==> config.mk <==
export PLATFORM = sky130hd
export DESIGN_NAME = latch_rd_sampler
export DESIGN_NICKNAME = d
export VERILOG_FILES = /design/src/rtl/latch_rd_pkg.sv /design/src/rtl/bit_sync.sv /design/src/rtl/latch_rd_sampler.sv
export SDC_FILE = /design/constraint.sdc
export NUM_CORES = 1
export LEC_CHECK = 0
export ABC_AREA = 1
export CORE_UTILIZATION = 50
export DETAILED_ROUTE_END_ITERATION = 8
export DONT_BUFFER_PORTS = 1
export PLACE_DENSITY = 0.76
export SETUP_SLACK_MARGIN = 0.5
export SYNTH_ARGS = -nofsm -noshare
export SYNTH_HDL_FRONTEND = slang
export SYNTH_SLANG_ARGS = --single-unit
==> constraint.sdc <==
create_clock -name clk -period 1.2 [get_ports clk]
set_input_delay 0.06 -clock clk [delete_from_list [all_inputs] [get_ports clk]]
set_output_delay 0.06 -clock clk [all_outputs]
set_load 0.1 [all_outputs]
==> src/rtl/latch_rd_pkg.sv <==
// latch_rd_pkg: shared types and defaults for the latch read sampler.
//   state_t        : sampler FSM states
//   DEF_*          : default parameter values for latch_rd_sampler
//   OVR_CNT_W      : width of the optional overrun counter
//   CNT_W          : width of the settle counter (covers STABLE_CYC up to 15)
package latch_rd_pkg;

    typedef enum logic [1:0] {
        IDLE   = 2'd0,
        SETTLE = 2'd1,
        HOLD   = 2'd2
    } state_t;

    localparam int DEF_DATA_W      = 8;
    localparam int DEF_SYNC_STAGES = 2;
    localparam int DEF_STABLE_CYC  = 2;

    localparam int OVR_CNT_W = 8;
    localparam int CNT_W     = 4;

endpackage

==> src/rtl/bit_sync.sv <==
// bit_sync: N-stage single-bit synchronizer, async active-low reset to 0.
//   clk   in  destination clock
//   rst_n in  asynchronous active-low reset
//   d     in  asynchronous input bit
//   q     out synchronized bit (N clk edges of latency)
module bit_sync #(
    parameter int N = 2
) (
    input  logic clk,
    input  logic rst_n,
    input  logic d,
    output logic q
);

    logic [N-1:0] ff;

    always_ff @(posedge clk or negedge rst_n) begin
        if (!rst_n) ff <= '0;
        else        ff <= {ff[N-2:0], d};
    end

    assign q = ff[N-1];

endmodule

==> src/rtl/latch_rd_sampler.sv <==
// latch_rd_sampler: clocked reader for a level-sensitive D-latch.
// Waits for the (asynchronous) latch enable to close and stay closed for
// STABLE_CYC synced cycles, then captures latch Q and offers it on a
// valid/ready port.
//   clk        in  rising-edge clock
//   rst_n      in  asynchronous active-low reset
//   latch_en_i in  upstream latch enable, asynchronous to clk
//   latch_q_i  in  upstream latch Q, stable only while latch closed
//   out_valid  out captured word available
//   out_ready  in  downstream accepts the word
//   out_data   out captured word, constant while out_valid
//   busy       out high in SETTLE or HOLD
//   overrun    out one-cycle pulse: a close was dropped while holding
//   ovr_cnt    out saturating overrun count (only with LATCH_RD_OVR_CNT_EN)
// Optional feature macro: LATCH_RD_OVR_CNT_EN
module latch_rd_sampler
    import latch_rd_pkg::*;
#(
    parameter int DATA_W      = DEF_DATA_W,
    parameter int SYNC_STAGES = DEF_SYNC_STAGES,  // 2..4
    parameter int STABLE_CYC  = DEF_STABLE_CYC    // 1..15
) (
    input  logic              clk,
    input  logic              rst_n,
    input  logic              latch_en_i,
    input  logic [DATA_W-1:0] latch_q_i,
    output logic              out_valid,
    input  logic              out_ready,
    output logic [DATA_W-1:0] out_data,
    output logic              busy,
`ifdef LATCH_RD_OVR_CNT_EN
    output logic              overrun,
    output logic [OVR_CNT_W-1:0] ovr_cnt
`else
    output logic              overrun
`endif
);

    localparam logic [CNT_W-1:0] CNT_LAST = CNT_W'(STABLE_CYC - 1);

    state_t           state;
    logic [CNT_W-1:0] cnt;
    logic             en_s;
    logic             en_prev;
    logic             fall;

    bit_sync #(.N(SYNC_STAGES)) u_en_sync (
        .clk  (clk),
        .rst_n(rst_n),
        .d    (latch_en_i),
        .q    (en_s)
    );

    // Latch just closed (synced enable 1 -> 0).
    assign fall = en_prev & ~en_s;

    always_ff @(posedge clk or negedge rst_n) begin
        if (!rst_n) begin
            en_prev   <= 1'b0;
            state     <= IDLE;
            cnt       <= '0;
            out_valid <= 1'b0;
            out_data  <= '0;
            busy      <= 1'b0;
            overrun   <= 1'b0;
`ifdef LATCH_RD_OVR_CNT_EN
            ovr_cnt   <= '0;
`endif
        end else begin
            en_prev <= en_s;
            overrun <= 1'b0;
            case (state)
                IDLE: begin
                    if (fall) begin
                        state <= SETTLE;
                        cnt   <= '0;
                        busy  <= 1'b1;
                    end
                end
                SETTLE: begin
                    // Reopened before settling: Q is not trustworthy, drop it.
                    if (en_s) begin
                        state <= IDLE;
                        busy  <= 1'b0;
                    end else if (cnt == CNT_LAST) begin
                        out_data  <= latch_q_i;
                        out_valid <= 1'b1;
                        state     <= HOLD;
                    end else begin
                        cnt <= cnt + 1'b1;
                    end
                end
                HOLD: begin
                    if (out_ready) begin
                        out_valid <= 1'b0;
                        // A close coinciding with the accept is not lost.
                        if (fall) begin
                            state <= SETTLE;
                            cnt   <= '0;
                        end else begin
                            state <= IDLE;
                            busy  <= 1'b0;
                        end
                    end else if (fall) begin
                        overrun <= 1'b1;
`ifdef LATCH_RD_OVR_CNT_EN
                        if (ovr_cnt != '1) ovr_cnt <= ovr_cnt + 1'b1;
`endif
                    end
                end
                default: begin
                    state     <= IDLE;
                    busy      <= 1'b0;
                    out_valid <= 1'b0;
                end
            endcase
        end
    end

endmodule

After elaboration in Yosys (flattened, before gate mapping)
Index checks and enable logic that the tools add are counted.

cells by class
  reduce and logical (&&, ||, !) cells = 7
  add/subtract/negate cells = 1
  equality and inequality tests = 11
  multiplexer cells = 23
  bitwise operators = 3

operators with widths
  cell                 count
  $mux 4               4
  $ne 2x2->1 const B   6
  $pmux 4 s3           1
  $reduce_and 4->1     3
  $mux 1               11
  $mux 2               4
  $pmux 1 s3           2
  $pmux 2 s3           1
  $reduce_and 3->1     2
  $add 4x1->4 const B  1
  $eq 4x1->1 const B   1
  $ne 3x2->1 const B   1
  $reduce_bool 3->1    1
  $eq 2x1->1 const B   1
  $eq 2x2->1 const B   1
  $logic_not 2->1      1
  $ne 2x1->1 const B   1
  $not 1->1            2
  $and 1x1->1          1

storage, ports and cells
  bits of input ports = 12
  register bits = 20
  word-level logic and storage cells = 53
  output and inout bits = 11

Logic depth before layout (Yosys ltp)
Gate-level depths: netlist of run 1.

  depth after elaboration = 5
  gate-level depth with buffers = 8
  depth with buffers taken out = 8

Hierarchy
From an unflattened synthesis of run 1, not the netlist that was laid out.

second synthesis, totals
  cells, all modules = 109
  area total of the unflattened synthesis = 935.9 sq um

by module, submodules not included
  module            times used  sequential area each (sq um)  area each (sq um)  cells an instance
  latch_rd_sampler  1           450.4                         885.8              107
  bit_sync          1           50.0                          50.0               2

Worst setup path after synthesis of run 1
No wires, ideal clock.

  path kind = flip-flop to flip-flop
  start point = register busy (netlist name)
  end point = register busy
  path slack = -0.039 ns
  stages on the path, launching flop included = 3
  library setup time = 0.069 ns
  clock period less this slack = 1.239 ns
  path buffers = 0
  data required time = 1.131 ns
  arrival = 1.169 ns
  cell sequence = dfrtp_1 > o21ai_0 > nand2_1

RTL lines
  what                    line                    RTL
  end signal: assignment  latch_rd_sampler.sv:64  busy <= 1'b0;
  end signal: assignment  latch_rd_sampler.sv:77  busy <= 1'b1;
  end signal: assignment  latch_rd_sampler.sv:84  busy <= 1'b0;
  end: declaration        latch_rd_sampler.sv:30  output logic busy,

Worst setup path after layout of run 1
  start point = register state[1]
  end point = register out_data[3]

on the way
  cells in the longest elaborated chain, start to end = 2

ends and longest elaborated chain
  what                        line                    RTL
  start: declaration          latch_rd_sampler.sv:41  state_t state;
  start signal: assignment    latch_rd_sampler.sv:60  state <= IDLE;
  start signal: assignment    latch_rd_sampler.sv:75  state <= SETTLE;
  start signal: assignment    latch_rd_sampler.sv:83  state <= IDLE;
  $eq 2x1->1                  latch_rd_sampler.sv:72  case (state)
  $reduce_and 3->1 (no line)  --
  end signal: assignment      latch_rd_sampler.sv:86  out_data <= latch_q_i;
  end: declaration            latch_rd_sampler.sv:29  output logic [DATA_W-1:0] out_data,

Every way passes these cells.
A chain may end at the register's enable or synchronous reset.

==> run_results.csv, run 1 <==
group,metric,value,unit
global_route,track_usage,0.2235,
sta,setup_ws,0.009121,ns
sta,timing.hold.ws,-0.1643,ns
outcome,failed_checks,"hold timing",
setup_path,critPathRequiredTime,1.40,ns
sta,slew_headroom,0.4358,
route,via_per_inst,4.950,
yosys,synth.avg_cell_area,8.865,sq um
yosys,mappedNetlistArea,939.7,sq um
sta,setup-violations-final,0,
power,vdd_drop_max,0.002202,V
clock_network,insertion_delay,0.31,ns
setup_path,path_max_fanout,18,
setup_path,rrSetupSlack,0.009,ns
yosys,yosysTopAreaCell,"dfrtp_1",
global_route,grt_pass1_vias,766,
yosys,synthArstFlopShare,1.000,
global_route,grt-busiest-layer,"met2",
yosys,yosys_register_bits,20,
placed_design,dp.cells,145,
setup_path,r2r_end,"out_data[3]",
power,power_density,3014,nW/um^2
yosys,synth_ff_type,"dfrtp_1",
setup_path,crit_path_start_kind,"flop",
global_route,grt_max_degree,21,
setup_path,cp_top_family,"flip-flops",
clock_network,clk_pin_slew,0.11,ns
clock_network,ctsHtreeMaxLevel,1,
sta,period_minus_slack,1.191,ns
floorplanning,die_w,45.35,um
floorplanning,placementRows,15,
global_route,antenna_found_initial,0,
clock_network,numCtsBuffers,3,
route,drt-total-wl,2179,um
yosys,yosysUniqueCellTypes,16,
floorplanning,die_y,45.35,um
finish,final_cells,160,
sta,hold_viol_final,20,
route,first_iter_violations,30,
outcome,status,"finished, violations left",
setup_path,reg2reg_depth,5,
setup_path,r2r_start,"state[1]",
flow_run,cap_violations,0,
finish,area_delta_synth_final,51.80,%
clock_network,clk_path_buf_depth,2,
route,vias,792,
worst_hold_path,hp-class,"primary input to async pin",
yosys,synth_edf_count,0,
route,drc,0,
finish,antennaDiodeCount,0,
placed_design,dp_slack,0.005055,ns
yosys,post-synth-top-count-cell,"nand2_1",
sta,fin_crit_sh,0.9924,
finish,fillers,86,
finish,drive_gt1_frac,0.4222,
sta,fin_skew,0.009695,ns
yosys,yosys_warnings,0,
global_route,grt_pass1_wl,3153,um
global_route,use_met3,0.03600,
setup_path,endpoint_kind,"flop",
yosys,synthTopCellsByCount,"nand2_1 (34), dfrtp_1 (20), inv_1 (17), nor2_1 (8), o21ai_2 (8)",
floorplanning,start_util,0.5384,
global_route,grt_use_met1,0.2642,
placed_design,place.gp.congestion,0.7800,
clock_network,ctsHoldBuffers,10,
clock_network,clkSinkCount,20,
sta,final-max-slew-violation-count,0,
global_route,grt_use_met2,0.3913,
route,post_drt_wl_per_cell,13.62,um
yosys,syn_inst,106,
setup_path,setup.worst_path.class,"flop to flop",
sta,max_freq,839.7,MHz
setup_path,cp_slowest_cell,"dfrtp_2",
yosys,yosysTopAreaCellShare,0.5326,
floorplanning,core_area,1745,sq um
setup_path,crit_path_max_incr_delay,0.46,ns
route,drtPass1Iterations,4,
global_route,gr-total-overflow,0,
floorplanning,dieArea,2057,sq um
yosys,synth_area_leaders,"dfrtp_1 (53%), nand2_1 (14%), o21ai_2 (7.5%)",
placed_design,hpwlAfterDp,1309,um
setup_path,crit_path_cell_trace,"nor2_4 > nand4_4 > buf_12 > nand2_1 > o21ai_2",
floorplanning,io_pins,23,
yosys,syn_nets,120,
power,power.leakage,0.6945,nW
placed_design,port_buffers,0,
clock_network,cts_tree,"built",
sta,rsz0062_at_grt,"true",
yosys,synth-seq-area-share,0.5326,
setup_path,cp_data_arrival_time,1.39,ns
route,ant_nets,0,
clock_network,root_buffer,"clkbuf_4",
sta,worst_slew_pin_slew,0.8449,ns
setup_path,cp_num_buf_inv,1,
finish,final_nets,150,
[metrics by stage]
step	cell area [sq um]	hold WS, ns	utilization	power, mW	setup TNS (ns)
global route	1426	-0.07102	0.8172	4.467	-0.4832
detailed placement	1116	-0.2351	0.6394	3.299	0
CTS	1320	0.03973	0.7563	3.933	0
global placement	1116	-0.2351	0.6394	3.247	0
floorplan	970.9	-0.2356	-	2.837	0
finish	1426	-0.1643	0.8172	4.299	0
[worst register-to-register path, stage by stage (launching register included)]
cell and delay (ns):
dfrtp_2 0.46, nor2_4 0.20, nand4_4 0.13, buf_12 0.17, nand2_1 0.08, o21ai_2 0.05
[routing by layer]
metal,part of all wire,up-vias
met5,0,-
met4,0.027,0
met3,0.051,7
met2,0.49,33
met1,0.43,369
li1,-,383
[what timing repair did]
item,CTS,global route
pin swaps,5,6
gates resized for setup,20,28
endpoints found under the setup margin,28,48
hold endpoints to repair,29,20
setup buffers,1,0
[worst max path at each step]
stage | endpoint | from | cells after the start | slack, ns
after floorplan | out_data[0] | cnt[1] | 5 | 0.1
after global placement | cnt[3] | cnt[1] | 8 | 0.07
after detailed placement | out_data[3] | state[0] | 6 | 0.005
after CTS | out_data[3] | state[1] | 5 | 0.004
after global routing | cnt[2] | u_en_sync.ff[1] | 6 | -0.06
final | out_data[3] | state[1] | 5 | 0.009
[power by group]
group,switching (mW),internal (mW),leakage (nW)
clock,0.199,0.130,0.0150
combinational,1.81,0.979,0.444
sequential,0.246,0.932,0.236
total,2.26,2.04,0.695
[cell families (layout without fill, tap and decap cells)]
| group | after synthesis | count (layout) | synth area share |
|---|---|---|---|
| and+or+nand+nor | 52 | 52 | 0.2517 |
| DFF | 20 | 20 | 0.5326 |
| xor gates and xnor gates | 1 | 1 | 0.009323 |
| adders and majority gates | 2 | 2 | 0.02663 |
| AOI/OAI and AO/OA | 12 | 12 | 0.09587 |
| buffers and inverters | 19 | 48 | 0.08388 |
[state kept, by name (all words and copies together) (netlist names)]
register and flops:
u_en_sync.ff 2, overrun 1, cnt 4, out_valid 1, busy 1, out_data 8
en_prev 1, state 2
[cell usage in the layout (no fill, tap or decap), drive strengths merged, types with 2 or more instances in the layout]
master and count:
inv 18, dlygate4sd3 9, nor2 10, buf 16, ha 2, clkbuf 4, nand3 7, dfrtp 20
nand2 34, o21ai 11
[cell type report]
type	count	area (sq um)	share of cell area
clock buffer	4	26.28	0.01842
multi-input combinational	67	419.2	0.2939
sequential	20	523.0	0.3667
timing repair buffer	26	359.1	0.2518
tap	25	31.28	0.02193
inverter	18	67.56	0.04737
Power figures use the tool's default switching activity.
==> run 2: changes to the inputs <==
--- a/config.mk
+++ b/config.mk
@@ -9,7 +9,7 @@
 export CORE_UTILIZATION = 50
 export DETAILED_ROUTE_END_ITERATION = 8
 export DONT_BUFFER_PORTS = 1
-export PLACE_DENSITY = 0.76
+export PLACE_DENSITY = 0.73
 export SETUP_SLACK_MARGIN = 0.5
 export SYNTH_ARGS = -nofsm -noshare
 export SYNTH_HDL_FRONTEND = slang
==> constraint.sdc (replaced) <==
create_clock -name clk -period 1.4 [get_ports clk]
set_input_delay 0.07 -clock clk [delete_from_list [all_inputs] [get_ports clk]]
set_output_delay 0.07 -clock clk [all_outputs]
set_load 0.1 [all_outputs]
==> run_results.csv, run 2 (same netlist as run 1, synthesis figures left out) <==
group,metric,value,unit
outcome,status,"finished, violations left",
outcome,failed_checks,"hold timing",
placed_design,place.gp.congestion,0.8129,
clock_network,clk_pin_slew,0.13,ns
placed_design,port_buffers,0,
floorplanning,start_util,0.5384,
clock_network,numCtsBuffers,3,
worst_hold_path,hp-class,"primary input to async pin",
power,switching_power,2.260,mW
route,first_iter_violations,44,
flow_run,cap_violations,0,
route,drt-total-wl,3833,um
global_route,grt-busiest-layer,"met2",
sta,worst_slew_pin_slew,0.9114,ns
finish,top_register,"out_data",
clock_network,insertion_delay,0.31,ns
finish,multiInputGateArea,473.0,sq um
sta,max_freq,723.6,MHz
sta,timing.hold.ws,-0.05990,ns
finish,largest_reg_flops,8,
sta,rsz0062_at_grt,"true",
clock_network,ctsHtreeMaxLevel,1,
sta,fin_skew,0.005654,ns
clock_network,root_buffer,"clkbuf_4",
floorplanning,die_y,45.35,um
finish,seqCellArea,520.5,sq um
power,combPwrFrac,0.681,
setup_path,cp_data_arrival_time,1.64,ns
sta,hold_viol_final,21,
floorplanning,core_area,1745,sq um
global_route,use_met3,0.06800,
global_route,grt_use_met2,0.4696,
finish,drive_gt1_frac,0.6013,
sta,setup-violations-final,0,
placed_design,dp_slack,0.08446,ns
route,drc,0,
sta,setup_ws,0.01797,ns
clock_network,ctsHoldBuffers,10,
power,vdd_drop_max,0.002062,V
floorplanning,placementRows,15,
power,p_int,2.113,mW
global_route,grt_pass1_wl,4140,um
setup_path,path_max_fanout,3,
route,post_drt_wl_per_cell,21.53,um
sta,slew_headroom,0.3924,
finish,final_nets,168,
setup_path,crit_path_start_kind,"flop",
setup_path,critPathRequiredTime,1.66,ns
finish,fin_util,0.9477,
route,vias,1046,
power,p_clk_frac,0.082,
floorplanning,die_w,45.35,um
floorplanning,io_pins,23,
route,ant_nets,0,
sta,final-max-slew-violation-count,0,
sta,fin_crit_sh,0.9872,
global_route,gr-total-overflow,0,
finish,final_cell_mix,"buf_4 (18), nand2_1 (16), inv_1 (15)",
setup_path,endpoint_kind,"flop",
floorplanning,dieArea,2057,sq um
placed_design,dp.cells,140,
placed_design,hpwlAfterDp,1185,um
global_route,antenna_found_initial,0,
setup_path,setup.worst_path.class,"flop to flop",
setup_path,crit_path_cell_trace,"buf_4 > ha_1 > xnor2_1 > nor2_1 > nand3_1 > nand2_1",
global_route,track_usage,0.2957,
global_route,grt_pass1_vias,911,
clock_network,cts_tree,"built",
finish,fillers,50,
route,via_per_inst,5.876,
route,drtPass1Iterations,4,
finish,final_common_cell,"buf_4",
sta,fin_tns_setup,0,ns
finish,final_cells,178,
sta,period_minus_slack,1.382,ns
setup_path,cp_slowest_cell,"dfrtp_1",
global_route,grt_max_degree,21,
global_route,grt_use_met1,0.3613,
setup_path,crit_path_max_incr_delay,0.41,ns
finish,antennaDiodeCount,0,
power,p_sw_frac,0.5168,
clock_network,clk_path_buf_depth,2,
finish,area_delta_synth_final,76.03,%
clock_network,clkSinkCount,20,
power,power_density,2644,nW/um^2
power,power.leakage,0.8100,nW
power,p_seq_frac,0.237,
finish,reg_top3,"out_data x8, cnt x4",
-- run 2: cell count changes in the layout (fill, tap and decap cells not counted), moves of 2 or more --
cell	delta
buf_4	+15
dfrtp_1	-2
dfrtp_2	+4
dfrtp_4	-2
inv_2	-2
nand2_1	-11
nand2_2	+7
nand2_4	+4
nor2_1	-2
nor2_2	+2
-- run 2: metal layers --
layer,share of wire,vias to the layer above
met1,0.36,518
met2,0.49,83
met3,0.089,28
li1,-,417
met5,0,-
met4,0.057,0
-- run 2: path summary, 6_finish.rpt --
check	to	from	slack, ns	cells past startpoint
max reg2reg	cnt[2]	cnt[1]	0.02	6
max in group asynchronous	overrun	rst_n	0.80	1
min in group clk	overrun	out_ready	-0.01	3
max	cnt[2]	cnt[1]	0.02	6
min reg2reg	u_en_sync.ff[1]	u_en_sync.ff[0]	0.38	0
min	cnt[3]	rst_n	-0.06	1
-- run 2: timing repair --
item | 4_1_cts | 5_1_grt
resized for setup | 29 | 43
gates cloned | 0 | 1
hold endpoints to repair | 31 | 2
endpoints found under the setup margin | 27 | 47
buffers inserted | 12 | 11
pin swaps | 7 | 2
-- run 2: area by class of cell --
cell class	instances	area share
Tap cell	25	0.01891
Timing Repair Buffer	44	0.3162
Clock buffer	4	0.02194
Multi-Input combinational cell	67	0.2859
Sequential cell	20	0.3147
Inverter	18	0.04236
-- run 2: stage by stage --
step	area (sq um)	power (mW)
floorplan	963.4	2.420
global placement	1059	2.718
detailed placement	1059	2.756
CTS	1396	3.573
global route	1654	4.486
finish	1654	4.373
-- run 2: power groups by stage --
stage          registers (mW)  logic [mW]  clock network, mW
4_1_cts                 0.951        2.28              0.343
6_report                 1.04        2.98              0.359
3_3_place_gp            0.920        1.80                  0
2_1_floorplan            1.93       0.495                  0
5_1_grt                  1.05        3.06              0.384
3_5_place_dp            0.924        1.83                  0
-- run 2: worst max-delay path: cells and delay by family, from the launching register on --
kind,cells,cell delay [ns]
flip-flops,1,0.41
buffers and inverters,1,0.15
XOR/XNOR,1,0.14
adder cells (fa/ha/maj),1,0.18
AND/OR/NAND/NOR,3,0.45
